### src/rtl/ladybird_config.sv
// ladybird_config: shared configuration for the ladybird core.
//   XLEN        - architectural register width
//   csr_state_e - CSR stage sequencing states
package ladybird_config;

    localparam int unsigned XLEN = 32;

    typedef enum logic [1:0] {
        CSR_ST_IDLE   = 2'd0,
        CSR_ST_ACCESS = 2'd1,
        CSR_ST_WB     = 2'd2
    } csr_state_e;

endpackage

### src/rtl/ladybird_riscv_helper.sv
// ladybird_riscv_helper: RISC-V encoding constants and small decode helpers
// shared by the ladybird pipeline stages.
package ladybird_riscv_helper;

    localparam logic [6:0] OPCODE_SYSTEM = 7'b1110011;

    localparam logic [2:0] FUNCT3_CSRRW  = 3'b001;
    localparam logic [2:0] FUNCT3_CSRRS  = 3'b010;
    localparam logic [2:0] FUNCT3_CSRRC  = 3'b011;
    localparam logic [2:0] FUNCT3_CSRRWI = 3'b101;
    localparam logic [2:0] FUNCT3_CSRRSI = 3'b110;
    localparam logic [2:0] FUNCT3_CSRRCI = 3'b111;

    // Set/clear forms with a zero rs1/zimm field are pure reads.
    function automatic logic csr_write_intent(input logic [2:0] funct3,
                                              input logic [4:0] rs1_field);
        logic w;
        case (funct3)
            FUNCT3_CSRRW, FUNCT3_CSRRWI:                 w = 1'b1;
            FUNCT3_CSRRS, FUNCT3_CSRRC,
            FUNCT3_CSRRSI, FUNCT3_CSRRCI:                w = (rs1_field != 5'd0);
            default:                                     w = 1'b0;
        endcase
        return w;
    endfunction

    function automatic logic csr_funct3_valid(input logic [2:0] funct3);
        return (funct3[1:0] != 2'b00);
    endfunction

endpackage

### src/rtl/ladybird_csr_stage.sv
// ladybird_csr_stage: executes one Zicsr instruction per pass through
// IDLE -> ACCESS -> WB, driving a combinational CSR file during ACCESS.
// Ports:
//   clk, nrst                      clock, async active-low reset
//   req_valid/req_ready            instruction handshake (inst, pc, rs1 value)
//   csr_op/valid/addr/wdata/rdata  CSR file access; valid is the write strobe
//   wb_valid/ready, wb_rd/data     register writeback handshake
//   wb_illegal                     instruction trapped as illegal
//   retire, retire_inst/pc/next_pc one-cycle retirement pulse for legal insts
module ladybird_csr_stage
    import ladybird_config::*;
    import ladybird_riscv_helper::*;
#(
    parameter bit TRAP_RO_WRITE = 1'b1
) (
    input  logic            clk,
    input  logic            nrst,
    input  logic            req_valid,
    output logic            req_ready,
    input  logic [31:0]     req_inst,
    input  logic [XLEN-1:0] req_pc,
    input  logic [XLEN-1:0] req_rs1_data,
    output logic [2:0]      csr_op,
    output logic            csr_valid,
    output logic [11:0]     csr_addr,
    output logic [XLEN-1:0] csr_wdata,
    input  logic [XLEN-1:0] csr_rdata,
    output logic            wb_valid,
    input  logic            wb_ready,
    output logic [4:0]      wb_rd,
    output logic [XLEN-1:0] wb_data,
    output logic            wb_illegal,
    output logic            retire,
    output logic [31:0]     retire_inst,
    output logic [XLEN-1:0] retire_pc,
    output logic [XLEN-1:0] retire_next_pc
);

    csr_state_e      r_state;
    csr_state_e      w_state_next;
    logic [31:0]     r_inst;
    logic [XLEN-1:0] r_pc;
    logic [XLEN-1:0] r_rs1;
    logic [XLEN-1:0] r_wb_data;
    logic            r_illegal;

    logic [2:0]      w_funct3;
    logic [4:0]      w_rs1_field;
    logic [11:0]     w_addr;
    logic            w_write;
    logic            w_illegal;

    // Decode always works from the latched instruction, so the CSR-facing
    // fields naturally hold their values outside ACCESS.
    assign w_funct3    = r_inst[14:12];
    assign w_rs1_field = r_inst[19:15];
    assign w_addr      = r_inst[31:20];
    assign w_write     = csr_write_intent(w_funct3, w_rs1_field);
    assign w_illegal   = !csr_funct3_valid(w_funct3)
                       || (r_inst[6:0] != OPCODE_SYSTEM)
                       || (TRAP_RO_WRITE && w_write && (w_addr[11:10] == 2'b11));

    assign csr_addr  = w_addr;
    assign csr_op    = w_funct3;
    assign csr_wdata = w_funct3[2] ? {{(XLEN-5){1'b0}}, w_rs1_field} : r_rs1;

    assign wb_rd          = r_inst[11:7];
    assign wb_data        = r_wb_data;
    assign retire_inst    = r_inst;
    assign retire_pc      = r_pc;
    assign retire_next_pc = r_pc + XLEN'(4);

    always_ff @(posedge clk or negedge nrst) begin
        if (!nrst) begin
            r_state <= CSR_ST_IDLE;
        end else begin
            r_state <= w_state_next;
        end
    end

    always_comb begin
        w_state_next = r_state;
        req_ready    = 1'b0;
        csr_valid    = 1'b0;
        wb_valid     = 1'b0;
        wb_illegal   = 1'b0;
        retire       = 1'b0;
        case (r_state)
            CSR_ST_IDLE: begin
                req_ready = 1'b1;
                if (req_valid) begin
                    w_state_next = CSR_ST_ACCESS;
                end
            end
            CSR_ST_ACCESS: begin
                csr_valid    = w_write && !w_illegal;
                w_state_next = CSR_ST_WB;
            end
            CSR_ST_WB: begin
                wb_valid   = 1'b1;
                wb_illegal = r_illegal;
                if (wb_ready) begin
                    retire       = !r_illegal;
                    w_state_next = CSR_ST_IDLE;
                end
            end
            default: begin
                w_state_next = CSR_ST_IDLE;
            end
        endcase
    end

    always_ff @(posedge clk or negedge nrst) begin
        if (!nrst) begin
            r_inst    <= '0;
            r_pc      <= '0;
            r_rs1     <= '0;
            r_wb_data <= '0;
            r_illegal <= 1'b0;
        end else begin
            if (r_state == CSR_ST_IDLE && req_valid) begin
                r_inst <= req_inst;
                r_pc   <= req_pc;
                r_rs1  <= req_rs1_data;
            end
            if (r_state == CSR_ST_ACCESS) begin
                r_wb_data <= w_illegal ? '0 : csr_rdata;
                r_illegal <= w_illegal;
            end
        end
    end

endmodule

### config.mk
export PLATFORM = sky130hd
export DESIGN_NAME = ladybird_csr_stage
export DESIGN_NICKNAME = d
export VERILOG_FILES = /design/src/rtl/ladybird_config.sv /design/src/rtl/ladybird_riscv_helper.sv /design/src/rtl/ladybird_csr_stage.sv
export SDC_FILE = /design/constraint.sdc
export NUM_CORES = 1
export LEC_CHECK = 0
export CORE_ASPECT_RATIO = 0.8
export CORE_MARGIN = 2
export CORE_UTILIZATION = 35
export CTS_BUF_LIST = sky130_fd_sc_hd__clkbuf_8
export DETAILED_ROUTE_END_ITERATION = 16
export GPL_TIMING_DRIVEN = 0
export HOLD_SLACK_MARGIN = 0.08
export PLACE_DENSITY = 0.74
export SLEW_MARGIN = 20
export SYNTH_ARGS = -nofsm -noshare
export SYNTH_HDL_FRONTEND = slang
export SYNTH_SLANG_ARGS = --single-unit
### constraint.sdc
create_clock -name clk -period 3.05 [get_ports clk]
set_input_delay 0.305 -clock clk [delete_from_list [all_inputs] [get_ports clk]]
set_output_delay 0.305 -clock clk [all_outputs]
set_load 0.01 [all_outputs]
==> results of run 1 <==
==> kinds of logic (layout without fill, tap and decap cells) <==
| family | Yosys count | count (layout) | synth area share |
|---|---|---|---|
| fa+ha+maj | 1 | 1 | 0.00214 |
| flops | 131 | 131 | 0.561 |
| mux | 100 | 100 | 0.193 |
| simple gates | 89 | 89 | 0.0932 |
| xor+xnor | 28 | 28 | 0.0420 |
| buf+inv | 48 | 400 | 0.0525 |
| compound gates | 37 | 37 | 0.0559 |
==> cell type report <==
class                      count  share of cell area
multi-input combinational    255               0.234
timing repair buffer         320               0.329
sequential                   131               0.335
clock inverter                15              0.0185
clock buffer                  17              0.0239
tap                          220              0.0281
buffer                        45              0.0306
inverter                       3             0.00115
==> worst paths after layout <==
check / from / to / depth (start not counted)
setup / recovery: retire_pc[2]$_DFFE_PN0P_ / retire_next_pc[28] / 7
hold / removal: nrst / wb_data[13]$_DFFE_PN0P_ / 2
setup reg to reg: r_state[0]$_DFFE_PN0P_ / retire_pc[9]$_DFFE_PN0P_ / 6
hold reg to reg: r_rs1[26]$_DFFE_PN0P_ / r_rs1[26]$_DFFE_PN0P_ / 1
max in group asynchronous: nrst / r_rs1[24]$_DFFE_PN0P_ / 3
min in group clk: req_pc[2] / retire_pc[2]$_DFFE_PN0P_ / 3
==> worst max-delay path, cell delays in order, from the launching register on <==
cell and delay (ns):
dfrtp_1 0.44, ha_2 0.23, nand3_2 0.13, nor3_4 0.19
clkbuf_4 0.25, nand4_1 0.14, xnor2_1 0.21, clkdlybuf4s50_1 0.57
==> where the power goes <==
part	switching, µW	leakage (µW)	internal (µW)	total, µW
clock network	717	0.000207	815	1530
registers	698	0.00160	2410	3110
logic	1850	0.00228	2910	4760
==> cell usage in the layout, fill, tap and decap left out, types with 3 or more instances in the layout <==
cell type | Yosys | routed
inv_1 | 3 | 3
clkinv_2 | 0 | 3
nor2_1 | 7 | 7
a22o_1 | 32 | 32
mux2_1 | 97 | 97
buf_4 | 22 | 24
and4_1 | 6 | 6
clkbuf_8 | 0 | 17
clkdlybuf4s50_1 | 0 | 313
nand2_1 | 11 | 11
dfrtp_1 | 131 | 131
and3_1 | 4 | 4
mux2_2 | 3 | 3
nor2b_1 | 27 | 27
clkinv_4 | 0 | 4
bufinv_16 | 0 | 3
inv_6 | 0 | 3
xor2_1 | 6 | 6
nand4_1 | 9 | 9
buf_6 | 4 | 4
xnor2_1 | 22 | 22
buf_2 | 11 | 11
clkbuf_1 | 8 | 6
nand3_1 | 11 | 10
==> flip-flops by register name, indices dropped and copies added (netlist names) <==
signal	flops
retire_inst	32
r_rs1	32
retire_pc	32
r_state	2
r_illegal	1
wb_data	32
==> metrics by stage <==
step	hold WS [ns]	instances	util
finish	0.362	1006	0.596
global route	0.367	1006	0.596
CTS	0.348	1005	0.593
detailed placement	0.242	971	0.566
global placement	0.459	970	0.564
floorplan	0.00941	434	-
==> per-layer routing <==
layer | vias up | part of all wire
met1 | 2398 | 0.41
met3 | 27 | 0.080
li1 | 2198 | -
met5 | - | 0
met2 | 183 | 0.49
met4 | 0 | 0.023
==> timing repair <==
item | in CTS | in global routing
endpoints found under the hold margin | 52 | 0
setup buffers | 1 | 1
gates resized for setup | 4 | 10
pin swaps | 0 | 2
hold buffers | 1 | 0
setup endpoints to repair | 12 | 15
==> results by group, run 1 <==
Run status
  – Status: finished, final reports clean

Layout
  – Area Growth Syn to Fin: 67.8%
  – Layout Nets: a little over 900
  – Fillers: ~1300
  – Cell area after layout: 0.00980 mm²
  – Fraction of layout cells with a size suffix above 1: 0.109
  – Sequential cell area: approximately 0.0033 mm²
  – Area of the multi-input gates: roughly 0.0023 mm²
  – Ant. Diodes: 0

Die
  – # rows: between 40 and 50
  – Die area: 0.0177 mm²
  – Core area: about 0.016 mm²
  – Starting Density: 0.355
  – IO Pins: 317
  – Die height: ~120 µm
  – Die W: approximately 150 µm

Global route
  – Largest net degree at the start of global routing: 80
  – GRT overflow: 0
  – Global-route wire length before repair: ~27 mm
  – Initial antenna violation count: 0
  – GR Layer Usage met1: 0.237
  – Vias in the first global route: around 5000
  – Total track usage: 0.197
  – GRT Max-Usage Layer: met2
  – GR met2 Demand/Resource: 0.325
  – Met3 GRT Util: 0.0730

STA
  – Setup TNS: 0 ns
  – Setup WS post-layout: approximately 0.16 ns
  – Fin. Hold Viols: 0
  – Tmin final: about 2.9 ns
  – Worst Tran Pin Value: about 0.48 ns
  – Layout Skew: 0.00929 ns
  – Setup violators final: 0
  – Max Freq: around 350 MHz
  – Slew headroom: 0.677
  – Max-slew violation count: 0
  – Final period util: 0.948

Clock network
  – CTS Buf Count: 17
  – Root Buffer: clkbuf_8
  – Clock Sinks: between 100 and 150
  – H-tree lvl count: 4
  – Clock Path Buffers: 2
  – Reg clk slew, reported paths: approximately 0.080 ns
  – CTS tree: done
  – Clock latency on the worst-skew pair: about 0.43 ns

Logic synthesis
  – Area of the mapped netlist: slightly below 0.006 mm²
  – Post-synth EDFFs: 0
  – Cells after synthesis: ~430
  – Main area contributors after synthesis: dfrtp_1 (56%), mux2_1 (19%), a22o_1 (4.8%), xnor2_1 (3.3%), nor2b_1 (2.9%)
  – Post-synthesis sequential area ratio: 0.561
  – Syn Area/Cell: 13.5 µm²
  – Top cell types by occurrence after synthesis: dfrtp_1 (131), mux2_1 (97), a22o_1 (32)
  – Synth area leader: dfrtp_1
  – Seq cells post-synth: about 130
  – Ys Warns: 0
  – Most frequent cell after synthesis: dfrtp_1
  – FFs w/ async S/R, synth: 1.00
  – Primary FF master, synth: dfrtp_1
  – Syn nets: about 570
  – Synth top area share: 0.561
  – Synth unique cells: 34

Drt
  – Vias per cell: about 4.8
  – Via count: roughly 4800
  – Number of routed nets with antenna violations: 0
  – Detailed Routing Iterations Pass 1: 4
  – DRC viols: 0
  – Final WL: approximately 17 mm
  – Routed WL per cell: between 15 and 20 µm
  – 1st-iter DRT viols: 182

Critical path
  – WP data arrival: 2.59 ns
  – Crit end category: primary output
  – Worst R2R Setup Slack: roughly 1.0 ns
  – Crit-path max FO: 10
  – CP Launch Type: flip-flop
  – CP Class: reg2out
  – Worst EP required: about 2.7 ns

Pwr
  – Static Leak: 0.00409 µW
  – Maximum VDD drop: 0.510 mV
  – Final Total Pwr: about 9400 µW
  – Power Dens Cells: approximately 960 mW/mm²

Place
  – Post-placement worst setup slack: 0.247 ns
  – Final RePlAce weighted congestion: around 0.86
  – Area of placed instances: roughly 0.0093 mm²
  – DPL Wire Length: between 10 and 15 mm
  – PortBufs: 316

Run
  – Max Cap Viol: 0

Min path
  – Hold WC Path Type: in2async
Power figures use the tool's default switching activity.
==> run 2, diff against run 1 <==
--- a/config.mk
+++ b/config.mk
@@ -5,14 +5,16 @@
 export SDC_FILE = /design/constraint.sdc
 export NUM_CORES = 1
 export LEC_CHECK = 0
+export ABC_CLOCK_PERIOD_IN_PS = 3050
 export CORE_ASPECT_RATIO = 0.8
 export CORE_MARGIN = 2
 export CORE_UTILIZATION = 35
 export CTS_BUF_LIST = sky130_fd_sc_hd__clkbuf_8
 export DETAILED_ROUTE_END_ITERATION = 16
+export DONT_BUFFER_PORTS = 1
 export GPL_TIMING_DRIVEN = 0
 export HOLD_SLACK_MARGIN = 0.08
-export PLACE_DENSITY = 0.74
+export PLACE_DENSITY = 0.5
 export SLEW_MARGIN = 20
 export SYNTH_ARGS = -nofsm -noshare
 export SYNTH_HDL_FRONTEND = slang
==> run 2 against run 1 <==
Against the previous run:
- the flow now finishes with violations (negative hold slack)
- flip-flop and latch count stayed put
- sequential share of layout area is 8.4 points higher
- critical path depth is 1 lower
- critical path type unchanged
- largest power group is now sequential cells
- power is 22% lower
==> results by group, run 2 (synthesis gave the netlist of run 1 again) <==
STA
  – Setup violators final: 0 (unchanged)
  – Max Freq: 360 MHz (+4.1%)
  – RSZ-0062 raised after global routing: no
  – Fin. Hold Viols: 131 (+131)
  – Worst hold slack: -0.433 ns (-0.795 ns)
  – Final period util: 0.911 (-0.0372)
  – Setup TNS: 0 ns (unchanged)
  – Tmin final: 2.78 ns (-0.113 ns)
  – Slew headroom: 0.559 (-0.118)
  – Layout Skew: 0.0118 ns (+0.00255 ns)
  – Max-slew violation count: 0 (unchanged)
  – Worst Tran Pin Value: 0.655 ns (+0.170 ns)

Layout
  – Fillers: 1444 (+7.7%)
  – Fraction of layout cells with a size suffix above 1: 0.128 (+0.0183)
  – Layout Nets: 715 (-21%)
  – Ant. Diodes: 0 (unchanged)
  – Commonest non-fill, non-tap cell in the layout: dfrtp_1
  – Most frequent cells in the layout: dfrtp_1 (131), dlygate4sd3_1 (129), mux2_1 (97), a22o_1 (32), nor2b_1 (27)
  – Area Growth Syn to Fin: 34.2%

Place
  – Final RePlAce weighted congestion: 0.880 (+2.0%)
  – PortBufs: 0 (-100%)
  – DPL Wire Length: 11.0 mm (-18%)

Clock network
  – Clock Sinks: 131 (unchanged)
  – Clock Path Buffers: 2 (unchanged)
  – CTS Hold Bufs: 129 (+128)
  – CTS Buf Count: 17 (unchanged)
  – Root Buffer: clkbuf_8
  – Clock latency on the worst-skew pair: 0.43 ns (about the same)
  – Post-CTS Setup Repair Bufs: 0 (-1)
  – CTS tree: done
  – Reg clk slew, reported paths: 0.08 ns (about the same)
  – H-tree lvl count: 4 (unchanged)

Die
  – Die W: 148 µm (unchanged)
  – Core area: 0.0164 mm² (unchanged)
  – # rows: 42 (unchanged)
  – IO Pins: 317 (unchanged)
  – Die height: 120 µm (unchanged)
  – Die area: 0.0177 mm² (unchanged)
  – Starting Density: 0.355 (unchanged)

Global route
  – GRT overflow: 0 (unchanged)
  – Initial antenna violation count: 0 (unchanged)
  – Largest net degree at the start of global routing: 132 (+65%)
  – Global-route wire length before repair: 24.8 mm (-8.4%)
  – Total track usage: 0.182 (-0.0159)
  – Vias in the first global route: 4396 (-12%)

Pwr
  – Pint: 4390 µW (-28%)
  – Net switching power: 2920 µW (-11%)
  – Maximum VDD drop: 0.493 mV (-3.4%)
  – Static Leak: 0.00335 µW (-18%)
  – Clock share of power: 0.215 (+0.052)
  – Combinational power share: 0.318 (-0.188)
  – Power Dens Cells: 933 mW/mm² (-2.7%)
  – Seq pwr share: 0.467 (+0.136)
  – Sw Share: 0.400 (+0.0520)

Critical path
  – Crit-path max FO: 10 (unchanged)
  – CP Launch Type: flip-flop
  – RR Endpoint: retire_pc[10]$_DFFE_PN0P_
  – CP Class: reg2out
  – WP data arrival: 2.47 ns (-0.12 ns)
  – Worst Reg-to-Reg Cells: 6 (unchanged)
  – Crit end category: primary output
  – Worst EP required: 2.74 ns (about the same)
  – Worst R2R Setup Slack: 0.86 ns (-0.18 ns)
  – Worst reg2reg startpoint: r_state[0]$_DFFE_PN0P_

Drt
  – Number of routed nets with antenna violations: 0 (unchanged)
  – Via count: 4114 (-14%)
  – Detailed Routing Iterations Pass 1: 4 (unchanged)
  – Final WL: 16.1 mm (-7.7%)
  – Routed WL per cell: 19.8 µm (+14%)
  – 1st-iter DRT viols: 167 (-8.2%)
  – DRC viols: 0 (unchanged)
  – Vias per cell: 5.05 (+5.7%)

Run status
  – Failing checks: negative hold slack
  – Status: finished with violations

Min path
  – Hold WC Path Type: in2async

Run
  – Max Cap Viol: 0 (unchanged)
-- run 2: cell count changes in the layout (fill, tap and decap cells not counted), sizes merged, moves of 2 or more --
cell,delta
clkinv,-2
inv,-2
dlygate4sd3,+128
clkbuf,+3
clkdlybuf4s50,-313
buf,-4
-- run 2: repair_timing --
item	4_1_cts	5_1_grt
resized for setup	0	2
setup endpoints to repair	0	7
hold endpoints to repair	260	131
-- run 2: how the worst max path moves through the flow --
stage / start / end / slack, ns
floorplan: r_state[1]$_DFFE_PN0P_ / csr_valid / 1.05
global placement: retire_pc[2]$_DFFE_PN0P_ / retire_next_pc[28] / 0.64
detailed placement: retire_pc[2]$_DFFE_PN0P_ / retire_next_pc[28] / 0.59
CTS: retire_pc[2]$_DFFE_PN0P_ / retire_next_pc[28] / 0.1
global route: retire_pc[2]$_DFFE_PN0P_ / retire_next_pc[28] / 0.05
finish: retire_pc[2]$_DFFE_PN0P_ / retire_next_pc[28] / 0.27
-- run 2: cell type report --
type / count / area, µm² / share of cell area
sequential: 131 / 3280 / 0.418
clock buffer: 20 / 275 / 0.0351
clock inverter: 12 / 156 / 0.0200
buffer: 45 / 297 / 0.0378
timing repair buffer: 129 / 1290 / 0.165
inverter: 3 / 11.3 / 0.00144
multi-input combinational: 255 / 2250 / 0.288
tap: 220 / 275 / 0.0351
-- run 2: critical path, cell delays in order (launching register included) --
cell and delay (ns):
dfrtp_1 0.47, ha_1 0.23, nand3_1 0.15, nor3_1 0.36, clkbuf_2 0.31, nand4_1 0.15
xnor2_1 0.37
-- run 2: stage by stage --
| step | total power, µW | setup WS, ns | cells | cell area (µm²) | util |
|---|---|---|---|---|---|
| after global routing | 7770 | 0.0482 | 815 | 7840 | 0.477 |
| after floorplan | 5000 | 1.05 | 434 | 5840 | - |
| after global placement | 5580 | 0.643 | 654 | 6110 | 0.372 |
| final | 7320 | 0.273 | 815 | 7840 | 0.477 |
| after CTS | 7380 | 0.0970 | 815 | 7840 | 0.476 |
| after detailed placement | 5630 | 0.591 | 654 | 6110 | 0.372 |
-- run 2: power by group through the flow --
stage,Sequential (µW),Combinational (µW),Clock [µW]
2_1_floorplan,3150,1850,0
3_3_place_gp,3410,2170,0
3_5_place_dp,3430,2200,0
4_1_cts,3400,2340,1630
5_1_grt,3520,2530,1710
6_report,3410,2330,1570
-- run 2: per-layer routing --
layer,GRT usage,routed length [µm],vias to the layer above
li1,-,-,1817
met1,0.220,6540,2060
met2,0.295,7790,211
met3,0.0688,1430,26
met4,0.0690,358,0
met5,0,0,-
